--- config.mk ---
export PLATFORM = sky130hd
export DESIGN_NAME = beat_tempo_tracker
export DESIGN_NICKNAME = d
export VERILOG_FILES = /design/src/rtl/beat_pkg.sv /design/src/rtl/interval_averager.sv /design/src/rtl/beat_tempo_tracker.sv
export SDC_FILE = /design/constraint.sdc
export NUM_CORES = 1
export LEC_CHECK = 0
export ABC_AREA = 1
export BUFFER_PORTS_ARGS = -buffer_cell sky130_fd_sc_hd__buf_4
export CAP_MARGIN = 15
export CORE_MARGIN = 2
export CORE_UTILIZATION = 50
export DETAILED_ROUTE_END_ITERATION = 10
export PLACE_DENSITY = 0.71
export SLEW_MARGIN = 20
export SYNTH_ARGS = -nofsm -noshare
export SYNTH_HDL_FRONTEND = slang
export SYNTH_SLANG_ARGS = --single-unit
--- constraint.sdc ---
create_clock -name clk_camera_in -period 9.1 [get_ports clk_camera_in]
set_input_delay 0.455 -clock clk_camera_in [delete_from_list [all_inputs] [get_ports clk_camera_in]]
set_output_delay 0.455 -clock clk_camera_in [all_outputs]
set_load 0.01 [all_outputs]
--- src/rtl/beat_pkg.sv ---
// Shared tempo-tracker types and default beat-interval limits (65 MHz camera clock).
// Latency: none, declarations only.
// Backpressure: none.
package beat_pkg;

    typedef enum logic [1:0] {
        IDLE    = 2'd0,
        ACQUIRE = 2'd1,
        LOCKED  = 2'd2
    } tempo_state_t;

    // 240 BPM and 40 BPM at 65 MHz
    localparam int DEF_MIN_PERIOD = 16_250_000;
    localparam int DEF_MAX_PERIOD = 97_500_000;

endpackage

--- src/rtl/interval_averager.sv ---
// Circular history of the last 2^AVG_LOG2 intervals with a running sum; period = sum >> AVG_LOG2.
// Latency: period updates on the clock edge that takes the push.
// Backpressure: none, one push per cycle accepted unconditionally; clear wins over push.
module interval_averager
    import beat_pkg::*;
#(
    parameter int PERIOD_WIDTH = 27,
    parameter int AVG_LOG2     = 2
) (
    input  logic                    clk_camera_in,
    input  logic                    rst_in,
    input  logic                    push_vld,
    input  logic [PERIOD_WIDTH-1:0] push_dat,
    input  logic                    clear,
    output logic [AVG_LOG2:0]       fill,
    output logic [PERIOD_WIDTH-1:0] period
);

    localparam int DEPTH = 1 << AVG_LOG2;
    localparam int SUM_W = PERIOD_WIDTH + AVG_LOG2;

    logic [PERIOD_WIDTH-1:0] hist [DEPTH];
    logic [AVG_LOG2-1:0]     wptr;
    logic [SUM_W-1:0]        sum;
    logic [SUM_W-1:0]        sum_next;

    // Slot under wptr is the oldest entry (or 0 while still filling).
    assign sum_next = sum + SUM_W'(push_dat) - SUM_W'(hist[wptr]);

    always_ff @(posedge clk_camera_in or posedge rst_in) begin
        if (rst_in) begin
            for (int i = 0; i < DEPTH; i++) hist[i] <= '0;
            wptr   <= '0;
            sum    <= '0;
            fill   <= '0;
            period <= '0;
        end else if (clear) begin
            for (int i = 0; i < DEPTH; i++) hist[i] <= '0;
            wptr <= '0;
            sum  <= '0;
            fill <= '0;
        end else if (push_vld) begin
            hist[wptr] <= push_dat;
            wptr       <= wptr + 1'b1;
            sum        <= sum_next;
            period     <= sum_next[SUM_W-1:AVG_LOG2];
            if (fill != (AVG_LOG2+1)'(DEPTH)) fill <= fill + 1'b1;
        end
    end

endmodule

--- src/rtl/beat_tempo_tracker.sv ---
// Turns baton beat pulses into an averaged period and a phase-aligned metronome tick.
// Latency: accept/period/valid outputs one cycle after the beat edge; lost_out one cycle after icnt hits MAX+1.
// Backpressure: none, every input edge is judged on the cycle it arrives.
module beat_tempo_tracker
    import beat_pkg::*;
#(
    parameter int PERIOD_WIDTH = 27,
    parameter int MIN_PERIOD   = DEF_MIN_PERIOD,
    parameter int MAX_PERIOD   = DEF_MAX_PERIOD,
    parameter int AVG_LOG2     = 2
) (
    input  logic                    clk_camera_in,
    input  logic                    rst_in,
    input  logic                    beat_in,
    output logic [PERIOD_WIDTH-1:0] period_out,
    output logic                    period_valid_out,
    output logic                    beat_accepted_out,
    output logic                    beat_out,
    output logic                    lost_out
);

    localparam int                    DEPTH     = 1 << AVG_LOG2;
    localparam logic [PERIOD_WIDTH-1:0] MIN_P     = PERIOD_WIDTH'(MIN_PERIOD);
    localparam logic [PERIOD_WIDTH-1:0] TIMEOUT_P = PERIOD_WIDTH'(MAX_PERIOD + 1);

    tempo_state_t            state;
    tempo_state_t            state_next;
    logic                    beat_in_q;
    logic [PERIOD_WIDTH-1:0] icnt;
    logic [PERIOD_WIDTH-1:0] ph;
    logic [PERIOD_WIDTH-1:0] quarter;
    logic                    recent_tick;
    logic                    beat_edge;
    logic                    timeout;
    logic                    accept;
    logic                    push_vld;
    logic                    clear;
    logic                    wrap;
    logic [AVG_LOG2:0]       fill;

    assign beat_edge = beat_in & ~beat_in_q;
    assign timeout   = (state != IDLE) && (icnt == TIMEOUT_P);
    assign accept    = beat_edge && !timeout && ((state == IDLE) || (icnt >= MIN_P));
    assign push_vld  = accept && (state != IDLE);
    assign clear     = timeout || (accept && (state == IDLE));
    assign quarter   = period_out >> 2;
    assign wrap      = (ph >= period_out - 1'b1);

    always_comb begin
        state_next = state;
        if (timeout) begin
            state_next = IDLE;
        end else if (accept) begin
            case (state)
                IDLE:    state_next = ACQUIRE;
                ACQUIRE: if (fill == (AVG_LOG2+1)'(DEPTH - 1)) state_next = LOCKED;
                default: state_next = state;
            endcase
        end
    end

    interval_averager #(
        .PERIOD_WIDTH (PERIOD_WIDTH),
        .AVG_LOG2     (AVG_LOG2)
    ) u_avg (
        .clk_camera_in (clk_camera_in),
        .rst_in        (rst_in),
        .push_vld      (push_vld),
        .push_dat      (icnt),
        .clear         (clear),
        .fill          (fill),
        .period        (period_out)
    );

    always_ff @(posedge clk_camera_in or posedge rst_in) begin
        if (rst_in) begin
            state             <= IDLE;
            beat_in_q         <= 1'b0;
            icnt              <= '0;
            period_valid_out  <= 1'b0;
            beat_accepted_out <= 1'b0;
            lost_out          <= 1'b0;
        end else begin
            state             <= state_next;
            beat_in_q         <= beat_in;
            period_valid_out  <= (state_next == LOCKED);
            beat_accepted_out <= accept;
            lost_out          <= timeout;
            if (accept) icnt <= PERIOD_WIDTH'(1);
            else if (icnt != TIMEOUT_P) icnt <= icnt + 1'b1;
        end
    end

    // A real beat landing just after a free-running tick re-aligns phase without a second tick.
    always_ff @(posedge clk_camera_in or posedge rst_in) begin
        if (rst_in) begin
            ph          <= '0;
            beat_out    <= 1'b0;
            recent_tick <= 1'b0;
        end else if ((state == LOCKED) && !timeout) begin
            beat_out <= wrap || (accept && !(recent_tick && (ph < quarter)));
            ph       <= (wrap || accept) ? '0 : ph + 1'b1;
            if (wrap) recent_tick <= 1'b1;
            else if (ph >= quarter) recent_tick <= 1'b0;
        end else begin
            ph          <= '0;
            beat_out    <= 1'b0;
            recent_tick <= 1'b0;
        end
    end

endmodule

==> metrics.md <==
| Metric | Value |
|---|---|
| Outcome | finished, final reports clean |
| Worst slew pin tran | 1128 ps |
| RSZ-0062 raised after global routing | false |
| Yosys cell types | 31 |
| Antenna viol nets, final | 0 |
| Setup Viol. Count Final | 0 |
| Req. time, crit path | 9540 ps |
| Setup TNS Final | 0 ps |
| Main flop type after synthesis | dfrtp_1 |
| DR pass1 iterations | 5 |
| Gr usage total | between 20 and 30% |
| Yosys warns | 0 |
| Fin crit period | between 4000 and 5000 ps |
| Clock Skews | 25.14 ps |
| Period utilization | 48.55% |
| # clock sinks | 231 |
| Multi-input gate area | roughly 0.0084 mm² |
| Remaining global-route overflow | 0 |
| R2R setup slack | 4680 ps |
| Setup crit end kind | flop |
| Largest net degree at the start of global routing | 108 |
| Die area | 0.03293 mm² |
| Yosys top cell area share | between 30 and 40% |
| First DRT Iteration DRCs | about 1200 |
| Ports | 34 |
| Path depth of the worst reg2reg path | 17 |
| Filler instances | 2887 |
| Hold WC Path Type | input port to asynchronous set/reset pin |
| # DRC | 0 |
| Leading area contributor after synthesis | dfrtp_1 |
| Synth Cell Area | about 0.016 mm² |
| Cell Count, Final, Fillers Out | 2637 |
| Count leader, synth | nand2_1 |
| Peak supply drop | 198.4 µV |
| Register area | 0.005781 mm² |
| DP Cell Count | 2587 |
| Worst-path cell chain | inv_1 > ha_1 > nand2_1 > nor2_1 > nand2_1 > nor2_1 > nand2_1 > nor2_1 > nand4_1 > xor2_1 > ha_1 > a21o_1 > nor2_1 > a21oi_1 > nor2_1 > nand3b_1 > nor3b_1 |
| Max cap viols | 0 |
| Commonest cells in the netlist | 643 x nand2_1, 302 x inv_1, 231 x dfrtp_1 |
| DIE WIDTH | between 150 and 200 µm |
| Crit Path Max Fanout | 27 |
| Synthesized area per cell | 7.074 µm² |
| Chip height | 181.5 µm |
| Cts bufs inserted | 27 |
| CTS resizes | 0 |
| Register area share after synthesis | 36.71% |
| HPWL after DPL | 34610 µm |
| Area contributors post-synth | dfrtp_1 37%, nand2_1 15%, ha_1 7.4%, inv_1 7.2%, nand3_1 7.2% |
| Slowest CP cell | nand3b_1 |
| Max Slew Vio Count | 0 |
| Fmax | 0.2263 GHz |
| Clock Latency Late Sink | 570 ps |
| Via count | 14820 |
| Root Driver | clkbuf_16 |
| Max H-tree Level | 1 |
| PortBufs | 33 |
| Slew headroom | 24.58% |
| Crit path DAT | 4860 ps |
| Setup Crit Path Kind | flop to flop |
| Post-synthesis sequential element count | 231 |
| Startpoint Class | flop |
| Layout cell share with drive strength beyond 1 | approximately 5.2% |
| Design area | 0.01722 mm² |
| Ant. Diodes | 0 |
| Placed cell areas | 0.01624 mm² |
| WL final | 46930 µm |
| Most Frequent Cell on Critical Path | nor2_1 |
| Area Overhead vs Synth | 9.345% |
| Worst path max stage delay | 760 ps |
| Initial antenna violation count | 0 |
| Syn_nets | 2349 |
| R2R Path Start | u_avg.period[0] |
| Core area | 0.03083 mm² |
| Pleak | 9.150 nW |
| Synth Instances | 2226 |
| Pwr per Cell Area | 413.1 mW/mm² |
| Global-route wire length before repair | 75260 µm |
| DR WL/cell | 17.80 µm |
| Vias in the first global route | 14170 |
| Number of synthesized flops with an enable pin | 0 |
| Async set-reset flop share out of synthesis | between 90% and 100% |
| # rows | 64 |
| Initial Utilization | ~51% |
| RD Place Congestion | 0.9698 |
| Vias per inst | 5.619 |
| Reg clk slew, reported paths | 60 ps |
| CTS tree | built |
| Clock tree buffer depth | 3 |
| RR Endpoint | ph[1] |
| Final #Nets | 2344 |
| Final hold vios | 0 |
report_power, final:
group	leakage [nW]	switching, mW	internal (mW)	total [mW]
sequential	3.06	0.283	1.31	1.59
clock	0.481	0.451	0.717	1.17
combinational	5.61	2.87	1.48	4.35
total	9.15	3.60	3.51	7.11
worst max-delay path by stage:
stage               startpoint                 to  slack, ps
3_3_place_gp   u_avg.period[0]              ph[1]       4770
5_1_grt        u_avg.period[0]              ph[5]       4270
2_1_floorplan           rst_in  beat_accepted_out       2310
3_5_place_dp   u_avg.period[0]             ph[19]       4750
4_1_cts        u_avg.period[0]              ph[1]       4750
6_report       u_avg.period[0]              ph[1]       4680
cell type report:
| type | instances | area share (%) |
|---|---|---|
| clock buffers | 37 | 4.549 |
| flip-flops and latches | 231 | 33.57 |
| inverters | 304 | 6.678 |
| well taps | 396 | 2.878 |
| repair buffers | 50 | 2.195 |
| clock inverters | 12 | 1.061 |
| multi-input cells | 1607 | 49.07 |
critical path: cells and delay by family, from the launching register on:
| family | cells | cell delay, ps |
|---|---|---|
| adders and majority gates | 2 | 580 |
| xor gates and xnor gates | 1 | 170 |
| and+or+nand+nor | 11 | 2720 |
| buffers and inverters | 1 | 160 |
| AOI/OAI and AO/OA | 2 | 250 |
| DFF | 1 | 440 |
registers in the layout (all words and copies together) (netlist names):
register,flops
recent_tick,1
u_avg.sum,29
u_avg.period,27
lost_out,1
state,2
u_avg.hist,108
u_avg.wptr,2
beat_accepted_out,1
beat_out,1
u_avg.fill,3
period_valid_out,1
icnt,27
ph,27
beat_in_q,1
stage by stage:
| step | utilization, % | setup WS (ps) | power, mW | hold WS, ps |
|---|---|---|---|---|
| finish | 55.85 | 4682 | 7.113 | 15.09 |
| global route | 55.85 | 4274 | 7.785 | 86.78 |
| CTS | 55.85 | 4753 | 7.057 | 57.30 |
| detailed placement | 52.68 | 4754 | 5.862 | 481.0 |
| global placement | 52.68 | 4774 | 5.797 | 475.2 |
| floorplan | - | 2312 | 4.669 | 463.4 |
repair_timing:
item / CTS / global route
setup buffers: 0 / 0
hold buffers: 1 / 0
hold endpoints to repair: 1 / 0
endpoints found under the setup margin: 0 / 0
metal layers:
layer | share of wire [%] | GRT usage [%] | vias up
met5 | 0 | 0 | -
met4 | 3.9 | 10.73 | 0
met1 | 42 | 37.39 | 7059
met3 | 7.0 | 3.690 | 112
li1 | - | - | 7085
met2 | 47 | 48.64 | 562
cell families after synthesis:
family	share of synthesized area (%)
AO/OA/AOI/OAI	7.557
XOR/XNOR	2.614
adder cells (fa/ha/maj)	10.82
buffers and inverters	9.638
flip-flops	36.71
AND/OR/NAND/NOR	32.66
cell usage in the layout, fill, tap and decap left out, drive strengths merged, types with 4 or more instances in the layout:
master  Yosys  final
buf        54     49
xor2       37     37
o21bai      6      6
xnor2      10     10
o21ai     116    116
nand2     644    644
or2        11     11
fa         27     27
nand3     225    225
a21oi      63     63
nand4      36     36
clkinv      1      8
nand3b     11     11
ha         93     93
dfrtp     231    231
nor3       48     48
a21o        6      6
nor2      227    227
inv       303    304
o22ai      27     27
nor4        9      9
clkbuf     30     37
bufinv      0      4
Note: power is estimated with default switching activity, not from simulation.
